--- src/rtl/cla_pkg.sv ---
// Shared constants for the pipelined carry-lookahead adder/subtractor.
// GROUP_W  : width of one carry-lookahead group.
// FLAGS_W  : width of the optional status flag bus.
// FLAG_*   : bit positions inside the flag bus ({ovf, neg, zero}).
package cla_pkg;

  localparam int unsigned GROUP_W   = 4;
  localparam int unsigned FLAGS_W   = 3;
  localparam int unsigned FLAG_OVF  = 2;
  localparam int unsigned FLAG_NEG  = 1;
  localparam int unsigned FLAG_ZERO = 0;

endpackage

--- src/rtl/cla4_group.sv ---
// Combinational 4-bit carry-lookahead group.
// Ports: a, b  - group operand bits
//        cin   - carry into the group
//        s     - group sum bits
//        cout  - carry out of the group
//        gp/gg - group propagate / generate for the next lookahead level
module cla4_group
  import cla_pkg::*;
(
  input  logic [GROUP_W-1:0] a,
  input  logic [GROUP_W-1:0] b,
  input  logic               cin,
  output logic [GROUP_W-1:0] s,
  output logic               cout,
  output logic               gp,
  output logic               gg
);

  logic [GROUP_W-1:0] p;
  logic [GROUP_W-1:0] g;
  logic [GROUP_W:0]   c;

  // Flat lookahead: every internal carry is a two-level function of p/g/cin.
  always_comb begin
    p    = a ^ b;
    g    = a & b;
    c[0] = cin;
    c[1] = g[0] | (p[0] & cin);
    c[2] = g[1] | (p[1] & g[0]) | (p[1] & p[0] & cin);
    c[3] = g[2] | (p[2] & g[1]) | (p[2] & p[1] & g[0]) | (p[2] & p[1] & p[0] & cin);
    gg   = g[3] | (p[3] & g[2]) | (p[3] & p[2] & g[1]) | (p[3] & p[2] & p[1] & g[0]);
    gp   = &p;
    c[4] = gg | (gp & cin);
    s    = p ^ c[GROUP_W-1:0];
    cout = c[4];
  end

endmodule

--- src/rtl/pipe_cla_addsub.sv ---
// Pipelined carry-lookahead adder/subtractor with valid/ready handshake.
// Stage k resolves GROUPS_PER_STAGE 4-bit groups using the carry registered by
// stage k-1; unresolved operand bits ride along in shrinking skew registers and
// resolved sum bits accumulate in growing deskew registers.
// Ports: clk, rst_n (async active-low)
//        in_valid/in_ready, sub, a, b   - operation input (sub=1: a-b)
//        out_valid/out_ready, sum, c_out - result (borrow = !c_out when subtracting)
//        flags {ovf, neg, zero}          - only when ADDSUB_FLAGS_EN is defined
module pipe_cla_addsub
  import cla_pkg::*;
#(
  parameter int unsigned WIDTH            = 16,
  parameter int unsigned GROUPS_PER_STAGE = 1
) (
  input  logic             clk,
  input  logic             rst_n,
  input  logic             in_valid,
  output logic             in_ready,
  input  logic             sub,
  input  logic [WIDTH-1:0] a,
  input  logic [WIDTH-1:0] b,
  output logic             out_valid,
  input  logic             out_ready,
  output logic [WIDTH-1:0] sum,
  output logic             c_out
`ifdef ADDSUB_FLAGS_EN
  ,
  output logic [FLAGS_W-1:0] flags
`endif
);

  localparam int unsigned GPS = GROUPS_PER_STAGE;
  localparam int unsigned SW  = GROUP_W * GPS;
  localparam int unsigned L   = WIDTH / SW;

  // Whole pipeline moves together; a stalled output freezes every stage.
  logic advance;
  assign advance  = !out_valid || out_ready;
  assign in_ready = advance;

  for (genvar k = 0; k < L; k++) begin : g_stg
    localparam int unsigned RW_IN  = WIDTH - SW * $unsigned(k);
    localparam int unsigned DONE_W = SW * ($unsigned(k) + 1);

    logic [RW_IN-1:0]  a_in;
    logic [RW_IN-1:0]  b_in;
    logic              c_in;
    logic              v_in;
    logic [SW-1:0]     s_grp;
    logic [GPS:0]      gc;
    logic [GPS-1:0]    gp;
    logic [GPS-1:0]    gg;
    logic [GPS-1:0]    gco;
    logic [DONE_W-1:0] s_new;
    logic [DONE_W-1:0] s_d, s_q;
    logic              c_d, c_q;
    logic              v_d, v_q;

    // Stage inputs: the ports for stage 0, otherwise the previous stage's registers.
    if (k == 0) begin : g_src
      assign a_in  = a;
      assign b_in  = b ^ {WIDTH{sub}};
      assign c_in  = sub;
      assign v_in  = in_valid;
      assign s_new = s_grp;
    end else begin : g_src
      assign a_in  = g_stg[k-1].g_skew.a_q;
      assign b_in  = g_stg[k-1].g_skew.b_q;
      assign c_in  = g_stg[k-1].c_q;
      assign v_in  = g_stg[k-1].v_q;
      assign s_new = {s_grp, g_stg[k-1].s_q};
    end

    for (genvar j = 0; j < GPS; j++) begin : g_grp
      cla4_group u_grp (
        .a    (a_in[GROUP_W*j +: GROUP_W]),
        .b    (b_in[GROUP_W*j +: GROUP_W]),
        .cin  (gc[j]),
        .s    (s_grp[GROUP_W*j +: GROUP_W]),
        .cout (gco[j]),
        .gp   (gp[j]),
        .gg   (gg[j])
      );
    end

    // Second-level lookahead across the groups of this stage.
    always_comb begin
      gc[0] = c_in;
      for (int j = 0; j < GPS; j++) begin
        gc[j+1] = gg[j] | (gp[j] & gc[j]);
      end
    end

    // Group ripple carries duplicate the lookahead chain.
    logic unused_gco;
    assign unused_gco = ^gco;

    // Data loads only for a real operation; a bubble just clears valid.
    always_comb begin
      v_d = v_q;
      c_d = c_q;
      s_d = s_q;
      if (advance) begin
        v_d = v_in;
        if (v_in) begin
          c_d = gc[GPS];
          s_d = s_new;
        end
      end
    end

    always_ff @(posedge clk or negedge rst_n) begin
      if (!rst_n) begin
        v_q <= 1'b0;
        c_q <= 1'b0;
        s_q <= '0;
      end else begin
        v_q <= v_d;
        c_q <= c_d;
        s_q <= s_d;
      end
    end

    // Operand bits for groups not yet resolved; absent after the last stage.
    if (k < L - 1) begin : g_skew
      localparam int unsigned SKW = RW_IN - SW;
      logic [SKW-1:0] a_d, a_q;
      logic [SKW-1:0] b_d, b_q;

      always_comb begin
        a_d = a_q;
        b_d = b_q;
        if (advance && v_in) begin
          a_d = a_in[RW_IN-1:SW];
          b_d = b_in[RW_IN-1:SW];
        end
      end

      always_ff @(posedge clk or negedge rst_n) begin
        if (!rst_n) begin
          a_q <= '0;
          b_q <= '0;
        end else begin
          a_q <= a_d;
          b_q <= b_d;
        end
      end
    end
  end

  assign out_valid = g_stg[L-1].v_q;
  assign sum       = g_stg[L-1].s_q;
  assign c_out     = g_stg[L-1].c_q;

`ifdef ADDSUB_FLAGS_EN
  logic [FLAGS_W-1:0] flags_d, flags_q;
  logic [WIDTH-1:0]   sum_new;
  logic               msb_cin;

  // Carry into the MSB recovered from the MSB's sum and operand bits.
  assign sum_new = g_stg[L-1].s_new;
  assign msb_cin = g_stg[L-1].s_grp[SW-1] ^ g_stg[L-1].a_in[SW-1] ^ g_stg[L-1].b_in[SW-1];

  always_comb begin
    flags_d = flags_q;
    if (advance && g_stg[L-1].v_in) begin
      flags_d[FLAG_OVF]  = msb_cin ^ g_stg[L-1].gc[GPS];
      flags_d[FLAG_NEG]  = sum_new[WIDTH-1];
      flags_d[FLAG_ZERO] = (sum_new == '0);
    end
  end

  always_ff @(posedge clk or negedge rst_n) begin
    if (!rst_n) flags_q <= '0;
    else        flags_q <= flags_d;
  end

  assign flags = flags_q;
`endif

endmodule

--- config.mk ---
export PLATFORM = sky130hd
export DESIGN_NAME = pipe_cla_addsub
export DESIGN_NICKNAME = d
export VERILOG_FILES = /design/src/rtl/cla_pkg.sv /design/src/rtl/cla4_group.sv /design/src/rtl/pipe_cla_addsub.sv
export SDC_FILE = /design/constraint.sdc
export NUM_CORES = 1
export LEC_CHECK = 0
export BUFFER_PORTS_ARGS = -buffer_cell sky130_fd_sc_hd__buf_2
export CAP_MARGIN = 10
export CORE_ASPECT_RATIO = 0.5
export CORE_MARGIN = 1
export CORE_UTILIZATION = 59
export CTS_CLUSTER_SIZE = 10
export DETAILED_ROUTE_END_ITERATION = 8
export PLACE_DENSITY = 0.81
export SLEW_MARGIN = 40
export SYNTH_ARGS = -nofsm -noshare
export SYNTH_HDL_FRONTEND = slang
export SYNTH_SLANG_ARGS = --single-unit
--- constraint.sdc ---
create_clock -name clk -period 2.21 [get_ports clk]
set_input_delay 0 -clock clk [delete_from_list [all_inputs] [get_ports clk]]
set_output_delay 0 -clock clk [all_outputs]
set_load 0.02 [all_outputs]
==> results of run 1 <==
[worst max-delay path, stage by stage, from the launching register on]
cell      delay (ns)
dfrtp_1         0.43
ha_1            0.29
a211oi_1        0.31
o21bai_1        0.16
a211oi_1        0.28
a21oi_1         0.07
[path summary, 6_finish.rpt]
| check | endpoint | slack (ns) | cells past startpoint |
|---|---|---|---|
| max | g_stg[2].c_q | 0.55 | 5 |
| min | g_stg[0].g_skew.b_q[0] | 0.01 | 4 |
| max reg2reg | g_stg[2].c_q | 0.55 | 5 |
| min reg2reg | sum[15] | 0.47 | 2 |
| max in group asynchronous | sum[12] | 1.33 | 3 |
| min in group asynchronous | g_stg[0].g_skew.a_q[2] | 0.22 | 2 |
[cell type report]
| class | count | area (sq um) |
|---|---|---|
| sequential | 96 | 2402 |
| multi-input combinational | 203 | 1842 |
| fill | 436 | 1762 |
| timing repair buffer | 80 | 533.0 |
| clock buffer | 11 | 242.7 |
| tap | 92 | 115.1 |
| inverter | 9 | 33.78 |
| clock inverter | 5 | 32.53 |
[logic make-up (layout without fill, tap and decap cells)]
| logic type | count (synthesis) | after routing | synth area share |
|---|---|---|---|
| DFF | 96 | 96 | 0.5424 |
| AOI/OAI and AO/OA | 50 | 50 | 0.06525 |
| adders and majority gates | 19 | 19 | 0.05876 |
| buffers and inverters | 24 | 105 | 0.04181 |
| muxes | 62 | 62 | 0.1887 |
| xor gates and xnor gates | 29 | 29 | 0.05735 |
| and+or+nand+nor | 43 | 43 | 0.04576 |
[stage by stage]
stage	hold slack, ns	util	instances
2_1_floorplan	-0.2956	-	323
3_3_place_gp	0.03699	0.6758	458
3_5_place_dp	0.04733	0.6758	458
4_1_cts	0.0004187	0.7470	496
5_1_grt	0.01381	0.7470	496
6_report	0.01051	0.7470	496
[sequential cells by signal, indices dropped and copies added, names as in the netlist]
name	count
g_stg.v_q	3
c_out	1
g_stg.g_skew.b_q	24
sum	16
out_valid	1
g_stg.g_skew.a_q	24
g_stg.c_q	3
g_stg.s_q	24
[power breakdown]
part | leakage [nW] | internal [mW] | switching (mW) | total, mW
Clock | 0.128 | 0.789 | 0.633 | 1.42
Sequential | 1.16 | 2.55 | 0.558 | 3.10
Combinational | 1.23 | 1.59 | 1.48 | 3.07
[placed cells by master, fill, tap and decap left out, types with 2 or more instances in the layout]
| cell | Yosys | routed |
|---|---|---|
| a211oi_1 | 7 | 7 |
| a21oi_1 | 5 | 5 |
| buf_2 | 3 | 54 |
| buf_4 | 1 | 3 |
| clkbuf_16 | 0 | 9 |
| clkinv_2 | 0 | 2 |
| clkinvlp_4 | 0 | 3 |
| dfrtp_1 | 96 | 96 |
| dlygate4sd3_1 | 0 | 22 |
| fa_1 | 3 | 3 |
| ha_1 | 16 | 16 |
| inv_1 | 9 | 9 |
| mux2_2 | 24 | 24 |
| mux2_4 | 37 | 37 |
| nand2_1 | 28 | 28 |
| nand2_4 | 2 | 2 |
| nor2_1 | 11 | 11 |
| o21ai_0 | 33 | 33 |
| o21bai_1 | 3 | 3 |
| xnor2_1 | 21 | 21 |
| xor2_1 | 8 | 8 |
[synthesized netlist by cell type (all sizes together)]
master,n
fa,3
buf,14
mux2,61
xor2,8
nand2,31
o21bai,4
nor2,11
a21oi,5
mux2i,1
nand2b,1
inv,9
ha,16
dfrtp,96
xnor2,21
o21ai,33
clkbuf,1
a211oi,8
[layer usage]
layer / share of wire / track usage
met5: 0 / 0
met3: 0.043 / 0.06372
met4: 0.016 / 0.07681
met1: 0.48 / 0.3155
met2: 0.46 / 0.3874
[timing repair]
action	CTS	global route
hold buffers	22	0
buffers inserted	0	0
hold endpoints to repair	69	0
==> flow_metrics.py, run 1 <==
metrics = {
    "floorplan": {
        "dieHeight_um": 63.27,
        "chipWidth_um": 124.5,
        "io_pins": 56,
        "dieArea_sq_mm": 0.007879,
        "row_count": 21,
        "initial_core_util": 0.6361,
        "core_area_sq_mm": 0.006963,
    },
    "synth": {
        "synth_top_area_share": 0.5424,
        "synth_area_per_cell_sq_um": 13.71,
        "synthTopCellsByArea": "dfrtp_1 (54%), mux2_4 (13%), mux2_2 (6.1%), ha_1 (4.5%), xnor2_1 (4.2%)",
        "yosysTopAreaCell": "dfrtp_1",
        "synth_area_sq_mm": 0.004429,
        "synth_warnings": 0,
        "synth_cells": 323,
        "ys_seq_elements": 96,
        "ys_seq_area_frac": 0.5424,
        "synth_nets": 379,
        "yosysUniqueCellTypes": 26,
    },
    "clock_network": {
        "cts_buffers": 9,
        "clk_path_buf_depth": 2,
        "cts_tree": "done",
        "root_buffer": "clkbuf_16",
        "ctsResizeCount": 0,
        "cts.clk_slew.worst_paths_ns": 0.06,
        "clock-sinks": 96,
        "clock_latency_ns": 0.34,
        "cts_max_level": 3,
    },
    "global_route": {
        "antenna_found_initial": 0,
        "grt_pass1_vias": 2770,
        "grt_max_degree": 50,
        "grt_pass1_wl_um": 14140,
        "grt_overflow_total": 0,
        "track_usage": 0.2385,
    },
    "cells_and_area": {
        "drive_above_1_share": 0.3465,
        "syn_to_final_growth_pct": 17.43,
        "fin_area_sq_mm": 0.005201,
        "antenna_cells": 0,
        "final_nets": 455,
    },
    "hold_path": {
        "hold_path.class": "input port to register",
        "hp-start": "b[4]",
    },
    "worst_setup_path": {
        "start_kind": "register",
        "crit_start": "g_stg[1].g_skew.b_q[0]",
        "worstPathRequired_ns": 2.42,
        "critPathMaxFanout": 3,
        "critPathArrivalTime_ns": 1.87,
        "r2r-start": "g_stg[1].g_skew.b_q[0]",
        "path_class": "register to register",
        "end_kind": "register",
    },
    "route": {
        "drt_wl_total_um": 8464,
        "vias": 2635,
        "drt_first_pass_iters": 4,
        "drc": 0,
        "wl_per_cell_um": 17.06,
        "dr.first_iter.drc_count": 191,
        "routed_via_density": 5.313,
        "ant_nets": 0,
    },
    "timing": {
        "finalCritPeriodShare": 0.7521,
        "drv_slew": 0,
        "worst_pin_slew_ns": 0.6080,
        "hold_violations": 0,
        "setup_slack_ns": 0.5479,
        "layout_min_cycle_time_ns": 1.662,
        "timing.fmax_ghz": 0.6017,
        "clock_skew_ns": 0.009064,
        "setup_tns_ns": 0,
        "rsz0062_at_grt": "false",
        "relSlewSlack": 0.5947,
        "finalSetupViolations": 0,
    },
    "placement": {
        "io_buffers": 55,
        "gp_congestion": 0.8078,
        "dp_slack_ns": 0.4379,
        "dpl.hpwl_um": 5921,
        "dpl_cell_area_sq_mm": 0.004706,
    },
    "pwr": {
        "vdd_drop_max_uv": 694.6,
        "total_power_mw": 7.596,
        "leakagePower_nw": 2.514,
        "cellPowerDensity_mw_per_mm2": 1460,
    },
    "outcome": {
        "status": "completed",
    },
    "flow_run": {
        "drv_cap": 0,
    },
}
Power figures use the tool's default switching activity.
==> run 2, diff against run 1 <==
Settings changed: CORE_UTILIZATION 59 to 52, PLACE_DENSITY 0.81 to 0.76.
Clock period 2.21 ns to 1.35 ns, I/O delays scaled along.
==> run 2 against run 1 <==
  * The run now ends with negative setup slack left
  * Clock skew shrank 0.0019 ns
  * Global-route usage shrank 1.4 points
  * Power increased by 89%
  * Via count grew 6.6%
  * Die area grew 13%
  * Hold slack gained 0.083 ns
  * Count of clock-buffer cells in the layout shrank 1
  * Utilization is 4.1 points lower
  * Cell count grew 11%
  * Fmax increased by 5.9%
  * Design area grew 10%
  * Largest cell class unchanged
  * Highest routed layer unchanged
==> flow_metrics.py, run 2 (synthesized netlist as in run 1, its figures left out) <==
metrics = {
    "pwr": {
        "vdd_drop_max_uv": 1249,
        "cellPowerDensity_mw_per_mm2": 2503,
        "leakagePower_nw": 2.757,
    },
    "cells_and_area": {
        "layout_commonest_cell": "dfrtp_1",
        "final_nets": 489,
        "syn_to_final_growth_pct": 29.44,
        "nFillCells": 530,
        "antenna_cells": 0,
        "fin_area_sq_mm": 0.005733,
        "drive_above_1_share": 0.4452,
        "top_regs": "g_stg.g_skew.a_q (24), g_stg.g_skew.b_q (24), g_stg.s_q (24)",
        "final_util": 0.7064,
        "final_cell_mix": "dfrtp_1 (95), buf_2 (54), mux2_4 (37)",
    },
    "timing": {
        "layout_min_cycle_time_ns": 1.570,
        "rsz0062_at_grt": "true",
        "worst_pin_slew_ns": 0.5089,
        "timing.fmax_ghz": 0.6369,
        "relSlewSlack": 0.6607,
        "hold_violations": 0,
        "drv_slew": 0,
        "finalCritPeriodShare": 1.163,
        "clock_skew_ns": 0.007183,
        "hold_ws_ns": 0.09397,
        "setup_slack_ns": -0.2200,
        "finalSetupViolations": 18,
    },
    "clock_network": {
        "clk_path_buf_depth": 2,
        "clock-sinks": 96,
        "cts_buffers": 9,
        "clock_latency_ns": 0.34,
        "cts.clk_slew.worst_paths_ns": 0.07,
        "cts_tree": "done",
        "cts_max_level": 3,
        "root_buffer": "clkbuf_16",
    },
    "worst_setup_path": {
        "end_kind": "register",
        "critPathMaxFanout": 2,
        "worstPathRequired_ns": 1.57,
        "path_class": "register to register",
        "start_kind": "register",
        "critPathArrivalTime_ns": 1.79,
    },
    "global_route": {
        "grt_pass1_wl_um": 14840,
        "antenna_found_initial": 0,
        "grt_max_degree": 97,
        "grt_overflow_total": 0,
        "grt_pass1_vias": 2840,
        "track_usage": 0.2245,
    },
    "floorplan": {
        "chipWidth_um": 132.5,
        "row_count": 23,
        "dieArea_sq_mm": 0.008913,
        "dieHeight_um": 67.26,
        "core_area_sq_mm": 0.008115,
        "initial_core_util": 0.5458,
        "io_pins": 56,
    },
    "placement": {
        "gp_congestion": 0.8331,
        "io_buffers": 55,
        "dpl.hpwl_um": 5944,
        "dpl_cell_area_sq_mm": 0.004952,
    },
    "route": {
        "ant_nets": 0,
        "wl_per_cell_um": 17.80,
        "dr.first_iter.drc_count": 158,
        "routed_via_density": 5.107,
        "drc": 0,
        "vias": 2809,
        "drt_first_pass_iters": 4,
        "drt_wl_total_um": 9790,
    },
    "outcome": {
        "violations": "negative setup slack",
        "status": "finished with violations",
    },
    "hold_path": {
        "hold_path.class": "input port to register",
    },
    "flow_run": {
        "drv_cap": 0,
    },
}
==> run 2: metrics by stage <==
stage          setup slack [ns]  cells  power (mW)   TNS, ns
3_3_place_gp           -0.03482    502       10.17  -0.08478
3_5_place_dp            -0.1268    502       10.57    -1.194
2_1_floorplan          -0.06242    323       8.905   -0.1179
4_1_cts                 -0.1417    548       13.65   -0.7414
6_report                -0.2200    550       14.35    -1.482
5_1_grt                 -0.2943    550       15.15    -2.580
==> run 2: routing by layer <==
layer / vias up / wire length (um) / track usage
li1: 1325 / - / -
met1: 1385 / 4461 / 0.2894
met2: 85 / 4654 / 0.3750
met3: 14 / 508 / 0.06682
met4: 0 / 165 / 0.06609
met5: - / 0 / 0
==> run 2: what timing repair did <==
item,in CTS,in global routing
setup buffers,5,0
pin swaps,12,13
endpoints found under the setup margin,32,15
gates cloned,0,2
hold buffers,25,0
resized for setup,18,19
hold endpoints to repair,120,0
==> run 2: worst paths after layout <==
path | start | to | slack, ns | cells past startpoint
max | g_stg[0].g_skew.b_q[0] | g_stg[1].c_q | -0.22 | 5
max in group asynchronous | rst_n | out_valid | 0.67 | 3
min reg2reg | sum[13] | sum[13] | 0.47 | 2
max reg2reg | g_stg[0].g_skew.b_q[0] | g_stg[1].c_q | -0.22 | 5
min | a[0] | g_stg[0].s_q[1] | 0.09 | 4
min in group asynchronous | rst_n | g_stg[0].c_q | 0.24 | 3
==> run 2: power by group <==
group / internal (mW) / switching, mW
Clock: 1.45 / 1.08
Sequential: 4.17 / 1.01
Combinational: 3.64 / 3.01
==> run 2: worst max-delay path, cell delays in order, from the launching register on <==
cell	delay (ns)
dfrtp_1	0.40
ha_1	0.31
a211oi_2	0.32
o21bai_2	0.13
a211oi_2	0.22
nor2_1	0.08
==> run 2: layout make-up <==
class / count / area, sq um / area share
flip-flops and latches: 96 / 2404 / 0.4192
multi-input cells: 203 / 1978 / 0.3450
repair buffers: 114 / 879.6 / 0.1534
clock buffers: 10 / 229.0 / 0.03994
well taps: 112 / 140.1 / 0.02444
clock inverters: 6 / 68.82 / 0.01200
inverters: 9 / 33.78 / 0.005893
